$ cat config.mk
export PLATFORM = sky130hd
export DESIGN_NAME = mute_sequencer
export DESIGN_NICKNAME = d
export VERILOG_FILES = /design/src/rtl/mute_sequencer.sv
export SDC_FILE = /design/constraint.sdc
export NUM_CORES = 1
export LEC_CHECK = 0
export BUFFER_PORTS_ARGS = -buffer_cell sky130_fd_sc_hd__clkbuf_2
export CORE_ASPECT_RATIO = 0.8
export CORE_MARGIN = 1
export CORE_UTILIZATION = 51
export CTS_BUF_LIST = sky130_fd_sc_hd__clkbuf_4 sky130_fd_sc_hd__clkbuf_8
export DETAILED_ROUTE_END_ITERATION = 8
export PLACE_DENSITY = 0.79
export SYNTH_ARGS = -nofsm -noshare
export SYNTH_HDL_FRONTEND = slang
export SYNTH_SLANG_ARGS = --single-unit
$ cat constraint.sdc
create_clock -name mck_i -period 3.06 [get_ports mck_i]
set_input_delay 0.153 -clock mck_i [delete_from_list [all_inputs] [get_ports mck_i]]
set_output_delay 0.153 -clock mck_i [all_outputs]
set_load 0.02 [all_outputs]
$ cat src/rtl/mute_sequencer.sv
// mute_sequencer: sequences a glitch-free mute/unmute handshake with an
// external clock/data exchanger. Requests force a mute; unmute happens only
// after all requests drop and a programmable hold time (in fs ticks) expires.
//
// Ports:
//   mck_i       master clock, all logic on posedge
//   nrst_i      asynchronous active-low reset
//   req_i       level mute requests (asynchronous, synchronized here)
//   fs_tick_i   one-cycle pulse per sample period (synchronous)
//   hold_len_i  unmute hold length in fs ticks, captured on HOLD entry
//   nclkmute_i  exchanger clock-select flag, 0 mute / 1 play (asynchronous)
//   ndatmute_i  exchanger data-select flag, 0 mute / 1 play (asynchronous)
//   mute_o      mute command to the exchanger
//   state_o     current state encoding
//   src_o       requests seen since the last entry to MUTING
//   tmo_o       sticky acknowledge-timeout flag
module mute_sequencer #(
    parameter int unsigned NUM_REQ = 4,
    parameter int unsigned HOLD_W  = 12,
    parameter int unsigned TMO_W   = 16
) (
    input  logic               mck_i,
    input  logic               nrst_i,
    input  logic [NUM_REQ-1:0] req_i,
    input  logic               fs_tick_i,
    input  logic [HOLD_W-1:0]  hold_len_i,
    input  logic               nclkmute_i,
    input  logic               ndatmute_i,
    output logic               mute_o,
    output logic [2:0]         state_o,
    output logic [NUM_REQ-1:0] src_o,
    output logic               tmo_o
);

    typedef enum logic [2:0] {
        ST_PLAY     = 3'd0,
        ST_MUTING   = 3'd1,
        ST_MUTED    = 3'd2,
        ST_HOLD     = 3'd3,
        ST_UNMUTING = 3'd4
    } state_e;

    localparam logic [TMO_W-1:0] TMO_MAX  = '1;
    // Leaving on the cycle the counter steps onto TMO_MAX makes the timeout
    // coincide with saturation.
    localparam logic [TMO_W-1:0] TMO_LAST = TMO_MAX - TMO_W'(1);

    state_e              state_q;
    state_e              state_d;
    logic [NUM_REQ-1:0]  req_s1;
    logic [NUM_REQ-1:0]  req_s2;
    logic [1:0]          ack_s1;
    logic [1:0]          ack_s2;
    logic [HOLD_W-1:0]   hold_cnt_q;
    logic [TMO_W-1:0]    tmo_cnt_q;
    logic                any_req;
    logic                acked_mute;
    logic                acked_play;
    logic                tmo_hit;
    logic                tmo_set;
    logic                hold_dec;
    logic                enter_muting;
    logic                enter_timed;
    logic                enter_hold;
    logic                in_timed;

    // Two-flop synchronizers for every asynchronous input.
    always_ff @(posedge mck_i or negedge nrst_i) begin
        if (!nrst_i) begin
            req_s1 <= '0;
            req_s2 <= '0;
            ack_s1 <= '0;
            ack_s2 <= '0;
        end else begin
            req_s1 <= req_i;
            req_s2 <= req_s1;
            ack_s1 <= {nclkmute_i, ndatmute_i};
            ack_s2 <= ack_s1;
        end
    end

    assign any_req    = |req_s2;
    assign acked_mute = (ack_s2 == 2'b00);
    assign acked_play = (ack_s2 == 2'b11);
    assign in_timed   = (state_q == ST_MUTING) || (state_q == ST_UNMUTING);
    assign tmo_hit    = (tmo_cnt_q >= TMO_LAST);

    // Next-state decode; request abort outranks acknowledge and timeout.
    always_comb begin
        state_d  = state_q;
        tmo_set  = 1'b0;
        hold_dec = 1'b0;
        case (state_q)
            ST_PLAY: begin
                if (any_req) state_d = ST_MUTING;
            end
            ST_MUTING: begin
                if (acked_mute) begin
                    state_d = ST_MUTED;
                end else if (tmo_hit) begin
                    state_d = ST_MUTED;
                    tmo_set = 1'b1;
                end
            end
            ST_MUTED: begin
                if (!any_req) state_d = ST_HOLD;
            end
            ST_HOLD: begin
                if (any_req) begin
                    state_d = ST_MUTED;
                end else if (hold_cnt_q == '0) begin
                    state_d = ST_UNMUTING;
                end else if (fs_tick_i) begin
                    hold_dec = 1'b1;
                end
            end
            ST_UNMUTING: begin
                if (any_req) begin
                    state_d = ST_MUTING;
                end else if (acked_play) begin
                    state_d = ST_PLAY;
                end else if (tmo_hit) begin
                    state_d = ST_PLAY;
                    tmo_set = 1'b1;
                end
            end
            default: state_d = ST_MUTING;
        endcase
    end

    assign enter_muting = (state_d == ST_MUTING) && (state_q != ST_MUTING);
    assign enter_hold   = (state_d == ST_HOLD) && (state_q != ST_HOLD);
    assign enter_timed  = ((state_d == ST_MUTING) || (state_d == ST_UNMUTING))
                          && (state_d != state_q);

    // State, counters and registered outputs; reset lands in MUTED so the
    // first unmute always goes through the hold sequence.
    always_ff @(posedge mck_i or negedge nrst_i) begin
        if (!nrst_i) begin
            state_q    <= ST_MUTED;
            mute_o     <= 1'b1;
            src_o      <= '0;
            tmo_o      <= 1'b0;
            hold_cnt_q <= '0;
            tmo_cnt_q  <= '0;
        end else begin
            state_q <= state_d;
            mute_o  <= (state_d == ST_MUTING) || (state_d == ST_MUTED)
                       || (state_d == ST_HOLD);

            if (enter_hold) begin
                hold_cnt_q <= hold_len_i;
            end else if (hold_dec) begin
                hold_cnt_q <= hold_cnt_q - HOLD_W'(1);
            end

            if (enter_timed) begin
                tmo_cnt_q <= '0;
            end else if (in_timed && (tmo_cnt_q != TMO_MAX)) begin
                tmo_cnt_q <= tmo_cnt_q + TMO_W'(1);
            end

            if (enter_muting) begin
                tmo_o <= 1'b0;
            end else if (tmo_set) begin
                tmo_o <= 1'b1;
            end

            if (enter_muting) begin
                src_o <= '0;
            end else if (state_q != ST_PLAY) begin
                src_o <= src_o | req_s2;
            end
        end
    end

    assign state_o = state_q;

endmodule

==> reports/qor.yml <==
routabilityCongestion: 0.868
cts_tree: "done"
yosys_warnings: 0
finalMaxSlewViolations: 0
area_growth_pct: 14.3
skew_ps: 7.49
seqPwrFrac_pct: 55.5
max_cap_violations: 0
clock_power_share_pct: 27.7
cts.path.max_buffers: 2
synth_seq_cells: 49
drt_wl_total_um: 4840
fin_nets: 315
diodes: 0
avgSynthCellArea_um2: 9.71
final-setup-viol-count: 0
worstHoldPathCells: 3
grt.total_usage_pct: 20.8
htreeDepth: 2
cts_setup_buffers: 0
p_leak_nw: 1.20
finalSetupTns_ps: 0
relSlewSlack_pct: 45.0
postPlaceCellArea_mm2: 0.00266
clock.fmax_mhz: 388
ff2ff_setup_slack_ps: 480
antenna_found_initial: 0
cts_resized: 0
worstPathRequired_ps: 3260
rsz0062_at_grt: "false"
min_path_type: "in -> reg"
synth_edf_count: 0
antenna_left: 0
tightestPinTransition_ps: 825
synth-main-ff-cell: "dfrtp_1"
cp-end-kind: "flop"
worstReg2RegEnd: "hold_cnt_q[8]"
synth_cell_types: 45
hp-start: "hold_len_i[2]"
powerDensity_mw_per_mm2: 515
numPortBuffers: 29
grt_pass1_wl_um: 8260
netlist_area_mm2: 0.00247
dieArea_mm2: 0.00514
stdcell_area_mm2: 0.00283
clockRootBuffer: "clkbuf_8"
synth-async-reset-ratio_pct: 100
clk_latency_ps: 310
yosysSeqAreaShare_pct: 49.6
dp_cells: 337
grt_pass1_vias: 1795
drive_above_1_share_pct: 18.5
switchingPower_mw: 0.442
period_share_pct: 84.3
worstPathArrival_ps: 2770
hpwlAfterDp_um: 3460
hold_violations: 0
comb_power_share_pct: 16.8
vdd_ir_drop_max_v: 0.000268
vias: 2031
path_max_fanout: 12
num_rows: 22
syn-instance-count: 255
coreArea_mm2: 0.00462
finish.utilization_pct: 61.2
die_w_um: 79.9
hold_ws_ps: 66.4
worst_setup_path_start_kind: "flop"
reg2reg_from: "state_o[1]"
critPathKind: "reg -> reg"
pin_count: 30
cts_inserted_buffers: 5
final_cells: 352
intPower_mw: 1.02
clock_sinks: 49
dr.pass1.iters: 4
syn_nets: 279
grt_max_degree: 35
gr-total-overflow: 0
clkSlewWorstSetupHoldPaths_ps: 90
fin_crit_ps: 2580
drtIter0Drc: 99
status: "finished clean"
die_y_um: 64.3
start_util_pct: 53.5
holdPathEnd: "hold_cnt_q[2]"
p_sw_share_pct: 30.3
post_drt_wl_per_cell_um: 13.8
drc: 0
via_per_inst: 5.77
rr_worst_depth: 5
power groups by stage:
stage / sequential, mW / clock (mW) / combinational, mW
2_1_floorplan: 0.796 / 0 / 0.181
3_3_place_gp: 0.815 / 0 / 0.231
3_5_place_dp: 0.817 / 0 / 0.237
4_1_cts: 0.807 / 0.415 / 0.247
5_1_grt: 0.824 / 0.443 / 0.279
6_report: 0.810 / 0.404 / 0.245
sequential cells by signal (all words and copies together), names as in the netlist:
name	flops
req_s2	4
ack_s2	2
mute_o	1
req_s1	4
tmo_o	1
ack_s1	2
state_o	3
hold_cnt_q	12
src_o	4
tmo_cnt_q	16
cell families after synthesis:
| group | after synthesis | share of synthesized area [%] |
|---|---|---|
| buffers and inverters | 19 | 3.79 |
| xor gates and xnor gates | 14 | 4.95 |
| and+or+nand+nor | 109 | 23.3 |
| muxes | 1 | 0.455 |
| AOI/OAI and AO/OA | 60 | 16.3 |
| DFF | 49 | 49.6 |
| adders and majority gates | 3 | 1.52 |
stage by stage:
stage	power [mW]	setup WS, ps
6_report	1.46	481
4_1_cts	1.47	487
3_3_place_gp	1.05	529
2_1_floorplan	0.978	734
5_1_grt	1.55	342
3_5_place_dp	1.05	504
cell type report:
cell class | instances | area, um2
sequential | 49 | 1230
timing repair buffer | 40 | 245
inverter | 8 | 30.0
clock buffer | 5 | 68.8
fill | 401 | 1800
multi-input combinational | 187 | 1150
clock inverter | 3 | 28.8
tap | 60 | 75.1
repair_timing:
action                     in CTS  in global routing
setup endpoints to repair       0                  0
hold endpoints to repair       38                  0
hold buffers                    7                  0
how the worst max path moves through the flow:
stage                                end          start
after global routing       hold_cnt_q[8]      req_s2[0]
after floorplan           hold_cnt_q[11]  hold_cnt_q[0]
final                      hold_cnt_q[8]     state_o[1]
after detailed placement   hold_cnt_q[8]     state_o[1]
after global placement     hold_cnt_q[8]     state_o[1]
after CTS                  hold_cnt_q[8]     state_o[1]
synthesized netlist by cell type, types with 2 or more instances:
library cell  number  area (um2)
o211ai_1           8        60.1
nor4_1             2        12.5
or2_2              3        18.8
a31oi_1            2        12.5
o2111ai_1          5        43.8
or3_1             12        75.1
o21a_1             3        22.5
o31a_1             2        17.5
xnor2_1            6        52.6
o21ai_0           17        85.1
nand4_1            7        43.8
ha_1               3        37.5
nand2_1           27         101
nor2_1            24        90.1
a21oi_1           12        60.1
dfstp_2            2        52.6
and2_1             4        25.0
nor2b_1            2        12.5
dfrtp_1           47        1180
or4_1              6        45.0
clkbuf_1           3        11.3
and3_1             4        25.0
inv_1              8        30.0
nor3_1             5        25.0
nand2b_1           2        12.5
nand3_1            4        20.0
and4_1             3        26.3
o221ai_1           2        17.5
buf_6              2        22.5
xor2_1             8        70.1
buf_2              6        30.0
cells in the final DEF, fill, tap and decap left out, types with 2 or more instances in the layout:
cell type      count
a21oi_1           12
o21a_1             3
xor2_1             8
o2111ai_1          5
or2_2              3
and2_1             4
nor3_1             5
nor2_1            24
nand3_1            4
o31a_1             2
and3_1             4
o221ai_1           2
nand4_1            7
dlygate4sd3_1      7
o211ai_1           8
clkbuf_8           5
dfstp_2            2
xnor2_1            6
nor2b_1            2
or3_1             12
clkbuf_2          29
ha_1               3
nand2b_1           2
inv_1              8
or4_1              6
dfrtp_1           47
nor4_1             2
o21ai_0           17
nand2_1           27
a31oi_1            2
buf_4              4
and4_1             3
critical path: stages, from the launching register on:
cell and delay (ps):
dfstp_2 680, or3b_2 510, a311o_1 330, a31o_2 220
a31oi_1 350, mux2_2 380
routing by layer:
layer	track usage, %	up-vias	part of all wire (%)
met5	0	-	0
met4	6.03	0	0.97
met3	5.00	6	6.0
met2	30.4	63	42
met1	30.5	971	51
li1	-	991	-
(Power assumes the default switching activity.)
